===== src/rtl/count8_down_timer.sv =====
// rtl/count8_down_timer.sv - loadable down-counting timer with terminal-count pulse and sticky done
// Optional prescaler compiled in with `define COUNT8_DOWN_PRESCALE_EN.
module count8_down_timer #(
   parameter int WIDTH    = 8,
   parameter int PRESCALE = 4
) (
   input  logic             clk,
   input  logic             rst,
   input  logic [WIDTH-1:0] data,
   input  logic             load,
   input  logic             start,
   input  logic             stop,
   input  logic             auto_reload,
   output logic [WIDTH-1:0] out,
   output logic             busy,
   output logic             tc,
   output logic             done
);

   typedef enum logic [1:0] {S_IDLE, S_RUN, S_HOLD, S_DONE} state_t;

   state_t           state_q, state_d;
   logic [WIDTH-1:0] out_q, out_d;
   logic [WIDTH-1:0] reload_q, reload_d;
   logic             busy_q, busy_d;
   logic             tc_q, tc_d;
   logic             done_q, done_d;
   logic             tick;

`ifdef COUNT8_DOWN_PRESCALE_EN
   localparam int PW = (PRESCALE > 1) ? $clog2(PRESCALE) : 1;

   logic [PW-1:0] presc_q, presc_d;
   logic [PW-1:0] presc_run;

   // With PRESCALE=1 the counter sits at 0 and every RUN cycle ticks.
   assign tick      = (presc_q == PW'(PRESCALE - 1));
   assign presc_run = tick ? '0 : presc_q + PW'(1);
`else
   // PRESCALE is legal only when >= 1; without the prescaler every RUN cycle ticks.
   assign tick = (PRESCALE >= 1);
`endif

   always_comb begin
      state_d  = state_q;
      out_d    = out_q;
      reload_d = reload_q;
      busy_d   = busy_q;
      tc_d     = 1'b0;
      done_d   = done_q;
`ifdef COUNT8_DOWN_PRESCALE_EN
      presc_d  = presc_q;
`endif
      if (load) begin
         state_d  = S_IDLE;
         out_d    = data;
         reload_d = data;
         busy_d   = 1'b0;
         done_d   = 1'b0;
`ifdef COUNT8_DOWN_PRESCALE_EN
         presc_d  = '0;
`endif
      end else begin
         case (state_q)
            S_IDLE, S_DONE: begin
               if (start) begin
                  if (out_q == '0) begin
                     state_d = S_DONE;
                     done_d  = 1'b1;
                     tc_d    = 1'b1;
                  end else begin
                     state_d = S_RUN;
                     busy_d  = 1'b1;
                     done_d  = 1'b0;
`ifdef COUNT8_DOWN_PRESCALE_EN
                     presc_d = '0;
`endif
                  end
               end
            end
            S_RUN: begin
               if (stop) begin
                  state_d = S_HOLD;
               end else begin
`ifdef COUNT8_DOWN_PRESCALE_EN
                  presc_d = presc_run;
`endif
                  if (tick) begin
                     if (out_q > WIDTH'(1)) begin
                        out_d = out_q - WIDTH'(1);
                     end else if (auto_reload && (reload_q != '0)) begin
                        out_d = reload_q;
                        tc_d  = 1'b1;
                     end else begin
                        out_d   = '0;
                        tc_d    = 1'b1;
                        done_d  = 1'b1;
                        busy_d  = 1'b0;
                        state_d = S_DONE;
                     end
                  end
               end
            end
            S_HOLD: begin
               if (start && !stop) begin
                  state_d = S_RUN;
               end
            end
            default: state_d = S_IDLE;
         endcase
      end
   end

   always_ff @(posedge clk or posedge rst) begin
      if (rst) begin
         state_q  <= S_IDLE;
         out_q    <= '0;
         reload_q <= '0;
         busy_q   <= 1'b0;
         tc_q     <= 1'b0;
         done_q   <= 1'b0;
`ifdef COUNT8_DOWN_PRESCALE_EN
         presc_q  <= '0;
`endif
      end else begin
         state_q  <= state_d;
         out_q    <= out_d;
         reload_q <= reload_d;
         busy_q   <= busy_d;
         tc_q     <= tc_d;
         done_q   <= done_d;
`ifdef COUNT8_DOWN_PRESCALE_EN
         presc_q  <= presc_d;
`endif
      end
   end

   assign out  = out_q;
   assign busy = busy_q;
   assign tc   = tc_q;
   assign done = done_q;

endmodule


===== config.mk =====
export PLATFORM = sky130hd
export DESIGN_NAME = count8_down_timer
export DESIGN_NICKNAME = d
export VERILOG_FILES = /design/src/rtl/count8_down_timer.sv
export SDC_FILE = /design/constraint.sdc
export NUM_CORES = 1
export LEC_CHECK = 0
export ABC_AREA = 0
export ABC_CLOCK_PERIOD_IN_PS = 3400
export CORE_ASPECT_RATIO = 0.5
export CORE_MARGIN = 2
export CORE_UTILIZATION = 28
export DETAILED_ROUTE_END_ITERATION = 10
export SLEW_MARGIN = 20
export SYNTH_ARGS = -nofsm -noshare
export SYNTH_HDL_FRONTEND = slang
export SYNTH_SLANG_ARGS = --single-unit

===== constraint.sdc =====
create_clock -name clk -period 3.4 [get_ports clk]
set_input_delay 0.34 -clock clk [delete_from_list [all_inputs] [get_ports clk]]
set_output_delay 0.34 -clock clk [all_outputs]
set_load 0.1 [all_outputs]

==> results of run 1 <==
==> logic make-up after synthesis <==
logic type                 Yosys count  synth area share (%)
buffers and inverters               14                  4.67
AOI/OAI and AO/OA                   46                  25.2
and+or+nand+nor                     46                  20.5
DFF                                 21                  40.9
adders and majority gates            5                  4.87
xor gates and xnor gates             3                  2.05
muxes                                2                  1.75
==> stage by stage <==
| stage | cell area (µm²) | setup WS [ps] |
|---|---|---|
| after floorplan | 1280 | 727 |
| after global placement | 1570 | 1180 |
| after detailed placement | 1570 | 1110 |
| after CTS | 1620 | 1070 |
| after global routing | 1620 | 1030 |
| final | 1620 | 1080 |
==> cell type report <==
type | instances | area share (%)
tap | 57 | 4.40
inverter | 10 | 2.32
timing repair buffer | 24 | 14.8
sequential | 21 | 32.5
multi-input combinational | 102 | 43.2
clock buffer | 4 | 2.78
==> routing by layer <==
layer,share of wire [%],wire [µm]
met3,6.2,197
met2,45,1430
met5,0,0
met1,48,1540
met4,0.38,12
==> layout by cell type, fill, tap and decap left out, types with 5 or more instances in the layout <==
master,synthesis,routed
inv_1,10,10
nand2_1,8,8
o31ai_1,6,6
nor2_1,9,9
nor3_1,6,6
clkdlybuf4s50_1,0,24
dfrtp_1,21,21
a21oi_1,5,5
o21ai_0,6,6
ha_1,5,5
==> worst register-to-register path: stages (launching register included) <==
cell and delay [ps]:
dfrtp_1 510, inv_1 130, ha_1 300, or2_2 370, and2_1 220, or2_2 300
a31oi_1 160, o31ai_1 90
==> report_power, final <==
part / switching (W) / internal, W
sequential: 0.0000560 / 0.000292
clock: 0.0000849 / 0.0000836
combinational: 0.000374 / 0.000183
total: 0.000515 / 0.000559
==> cells in the mapped netlist (2+ instances only) <==
cell type / instances
ha_1: 5
a22oi_1: 2
nor2_1: 9
a221o_1: 2
a21oi_1: 5
nor3_1: 6
nand2_1: 8
and2_1: 4
clkbuf_1: 3
mux2_2: 2
a31oi_1: 4
a21o_1: 4
xnor2_1: 3
a311oi_1: 3
a211oi_1: 3
nor4_1: 2
or2_2: 2
o21ai_1: 2
dfrtp_1: 21
nor2b_1: 4
o21ai_0: 6
inv_1: 10
o31ai_1: 6
==> path summary, 6_finish.rpt <==
check                                          endpoint  cells past startpoint                    start
min in group asynchronous            out[0]$_DFFE_PP0P_                      2                      rst
worst min register to register  reload_q[1]$_DFFE_PP0P_                      1  reload_q[1]$_DFFE_PP0P_
max in group asynchronous            out[5]$_DFFE_PP0P_                      2                      rst
worst max-delay path                             out[2]                      1       out[2]$_DFFE_PP0P_
worst min-delay path            reload_q[1]$_DFFE_PP0P_                      1  reload_q[1]$_DFFE_PP0P_
worst max register to register       out[7]$_DFFE_PP0P_                      7       out[0]$_DFFE_PP0P_
==> state kept, by name (all words and copies together) (netlist names) <==
name	cells
tc	1
state_q	2
out	8
reload_q	8
busy	1
done	1
==> results.yml, run 1 <==
clock_network:
  cts_buffers: 3
  cts.sinks: 21
  cts_buffer_depth: 2
  cts_setup_buffers: 0
  clockRootBuffer: "clkbuf_8"
  clk_pin_slew_ps: 80
  clock_latency_ps: 260
  cts_resized: 0
  cts_tree: "yes"
  holdBufCountCts: 0
  htreeDepth: 1
detailed_routing:
  detail-route-antenna-nets: 0
  num_vias: 1155
  via_per_inst: 5.30
  drtPass1Iterations: 4
  routedWlPerCell_um: 14.6
  drt_wl_total_um: 3180
  drc: 0
  dr.first_iter.drc_count: 111
place:
  port_buffers: 24
  dp_cells: 214
  dp_hpwl_um: 2330
  place.gp.congestion: 0.828
global_routing:
  globalRouteMet3Util_pct: 3.49
  grt_usage_pct: 13.4
  grt_max_degree: 26
  grt-busiest-layer: "met2"
  grt_pass1_wl_um: 5380
  grt_use_met1_pct: 18.9
  antenna_found_initial: 0
  grt_pass1_vias: 1065
  grt.met2_usage_pct: 20.7
  gr-total-overflow: 0
worst_hold_path:
  min_path_type: "reg2reg"
worst_setup_path:
  path_buf_inv: 1
  worst_ep_required_time_ps: 3060
  reg2reg_slack_ps: 1170
  worstSetupPathType: "reg2out"
  cp.arrival_ps: 1980
  critPathSlowestCell: "clkdlybuf4s50_1"
  crit_chain: "clkdlybuf4s50_1"
  path_max_fanout: 7
  crit_family: "buffers and inverters"
  endpoint_kind: "output pin"
  slowest_delay_ps: 1200
  critPathLaunchType: "flip-flop"
timing:
  tightestPinTransition_ps: 968
  rsz0062_at_grt: "false"
  hold_violations: 0
  drv_slew: 0
  hold_ws_ps: 525
  setup_viol: 0
  slew_headroom_pct: 35.3
  finClkSkew_ps: 4.54
  fin_crit_ps: 2320
  max_freq_mhz: 432
  fin_setup_tns_ps: 0
  post-route-period-util_pct: 68.2
power:
  finalPower_w: 0.00107
  p_leak_nw: 0.668
  vdd_ir_drop_max_v: 0.000163
  p_per_area_nw_per_um2: 663
final_layout:
  final_nets: 181
  drive_above_1_share_pct: 7.45
  multi_input_area_um2: 699
  syn_to_final_growth_pct: 26.0
  num_antenna_cells: 0
  final_cells: 218
  seqCellArea_um2: 526
  fillers: 443
  post-route-util_pct: 36.8
synthesis:
  synthesis.nets: 156
  ys_ff_latch: 21
  seq_area_frac_synth_pct: 40.9
  async_flop_share_pct: 100
  ys_types: 44
  synthFlopType: "dfrtp_1"
  netlist.area_leader.share_pct: 40.9
  yosys.area.top_type: "dfrtp_1"
  synth_area_leaders: "dfrtp_1 41%, ha_1 4.9%, o31ai_1 3.5%"
  netlist_area_um2: 1280
  syn_avg_cell_area_um2: 9.38
  yosysWarnings: 0
  syn_inst: 137
  synth_edf_count: 0
status:
  status: "completed"
floorplanning:
  fp.dieArea_um2: 5180
  start_util_pct: 29.2
  die-width_um: 99.8
  die_h_um: 51.9
  core_um2: 4400
  pin_count: 25
  num_rows: 17
flow_run:
  max-cap-violations: 0
Power figures use the tool's default switching activity.
==> run 2: changes to the inputs <==
Settings changed: ABC_CLOCK_PERIOD_IN_PS 3400 to 2200.
Clock period 3.4 ns to 2.2 ns, I/O delays scaled along.
==> results.yml, run 2 (synthesis results as in run 1) <==
detailed_routing:
  drt_wl_total_um: 3340
  drc: 0
  detail-route-antenna-nets: 0
  drtPass1Iterations: 4
  num_vias: 1187
  dr.first_iter.drc_count: 105
  routedWlPerCell_um: 14.8
  via_per_inst: 5.28
clock_network:
  cts_tree: "yes"
  cts_buffers: 3
  clock_latency_ps: 260
  cts.sinks: 21
  cts_resized: 0
  holdBufCountCts: 0
  htreeDepth: 1
  clockRootBuffer: "clkbuf_8"
  cts_setup_buffers: 0
  clk_pin_slew_ps: 80
  cts_buffer_depth: 2
global_routing:
  antenna_found_initial: 0
  grt_max_degree: 14
  grt_pass1_wl_um: 5480
  gr-total-overflow: 0
  grt_usage_pct: 13.7
  grt_pass1_vias: 1112
worst_setup_path:
  startpoint: "out[0]$_DFFE_PP0P_"
  cp-endpoint: "out[1]$_DFFE_PP0P_"
  path_max_fanout: 10
  ff2ff_path_depth: 7
  reg2reg_slack_ps: 180
  cp.arrival_ps: 2170
  r2r-end: "out[1]$_DFFE_PP0P_"
  slowest_delay_ps: 470
  critPathSlowestCell: "dfrtp_4"
  crit_chain: "inv_1 -> ha_2 -> or2_2 -> and3_1 -> nand2_1 -> o21ai_2 -> a221o_1"
  worstSetupPathType: "reg2reg"
  critPathLaunchType: "flip-flop"
  worst_ep_required_time_ps: 2350
  r2r_start: "out[0]$_DFFE_PP0P_"
  endpoint_kind: "flip-flop"
timing:
  setup_viol: 0
  fin_crit_ps: 2020
  post-route-period-util_pct: 91.9
  hold_violations: 0
  max_freq_mhz: 495
  tightestPinTransition_ps: 443
  rsz0062_at_grt: "false"
  drv_slew: 0
  finClkSkew_ps: 1.97
  hold_ws_ps: 223
  fin_setup_tns_ps: 0
  slew_headroom_pct: 70.3
final_layout:
  seqCellArea_um2: 533
  final_nets: 188
  drive_above_1_share_pct: 19.6
  fin_area_um2: 1650
  syn_to_final_growth_pct: 28.7
  post-route-util_pct: 37.6
  multi_input_area_um2: 702
  fillers: 442
  num_antenna_cells: 0
  most-common-layout-cells: "19 x dfrtp_1, 18 x buf_4, 13 x clkdlybuf4s50_1"
  final_cells: 225
  final_common_cell: "dfrtp_1"
floorplanning:
  num_rows: 17
  die-width_um: 99.8
  pin_count: 25
  start_util_pct: 29.2
  fp.dieArea_um2: 5180
  core_um2: 4400
  die_h_um: 51.9
status:
  status: "completed"
flow_run:
  max-cap-violations: 0
place:
  dp_cells: 221
  port_buffers: 24
  dp_hpwl_um: 2580
  placed_cell_area_um2: 1610
  place.gp.congestion: 0.870
worst_hold_path:
  min_path_type: "in2async"
power:
  vdd_ir_drop_max_v: 0.000244
  p_per_area_nw_per_um2: 1010
  p_leak_nw: 0.713
run 2: cell count changes in the layout (fill, tap and decap cells not counted):
cell / delta
ha_2: +1
buf_4: +18
clkdlybuf4s50_1: -11
ha_1: -1
dfrtp_4: +2
dfrtp_1: -2
run 2: area by class of cell:
cell class | count | area share (%)
multi-input combinational | 102 | 42.4
sequential | 21 | 32.2
timing repair buffer | 31 | 16.0
tap | 57 | 4.31
clock buffer | 4 | 2.72
inverter | 10 | 2.27
run 2: power breakdown:
group / total (W) / leakage (nW) / switching [W] / internal (W)
registers: 0.000536 / 0.258 / 0.0000797 / 0.000456
logic: 0.000881 / 0.432 / 0.000594 / 0.000287
clock network: 0.000259 / 0.0228 / 0.000130 / 0.000129
run 2: worst min path at each step:
stage	to	slack, ps	cells past startpoint	startpoint
global placement	out[2]$_DFFE_PP0P_	520	2	rst
global route	out[2]$_DFFE_PP0P_	250	2	rst
CTS	out[2]$_DFFE_PP0P_	240	2	rst
detailed placement	out[2]$_DFFE_PP0P_	520	2	rst
floorplan	busy$_DFFE_PP0P_	200	1	rst
finish	out[2]$_DFFE_PP0P_	220	2	rst
run 2: routing by layer:
metal | part of all wire [%] | vias up | GRT usage (%) | wire [µm]
met2 | 46 | 22 | 22.1 | 1530
met3 | 3.2 | 5 | 3.49 | 107
met4 | 1.2 | 0 | 3.42 | 39
met5 | 0 | - | 0 | 0
met1 | 50 | 589 | 18.5 | 1670
li1 | - | 571 | - | -
run 2: through the flow:
stage          setup slack [ps]  total power (W)
6_report                    178          0.00168
3_3_place_gp                233          0.00142
5_1_grt                    62.8          0.00177
2_1_floorplan              34.9          0.00120
4_1_cts                     183          0.00168
3_5_place_dp                207          0.00142
run 2: critical path: cells and delay by family, from the launching register on:
family | cells | cell delay [ps]
DFF | 1 | 470
AOI/OAI and AO/OA | 2 | 350
and+or+nand+nor | 3 | 800
adders and majority gates | 1 | 220
buffers and inverters | 1 | 80
==> run 3: changes to the inputs <==
Settings changed: HOLD_SLACK_MARGIN from default to 0.06.
==> results of run 3 <==
No change in the layout: final DEF, timing and power equal those of run 2.
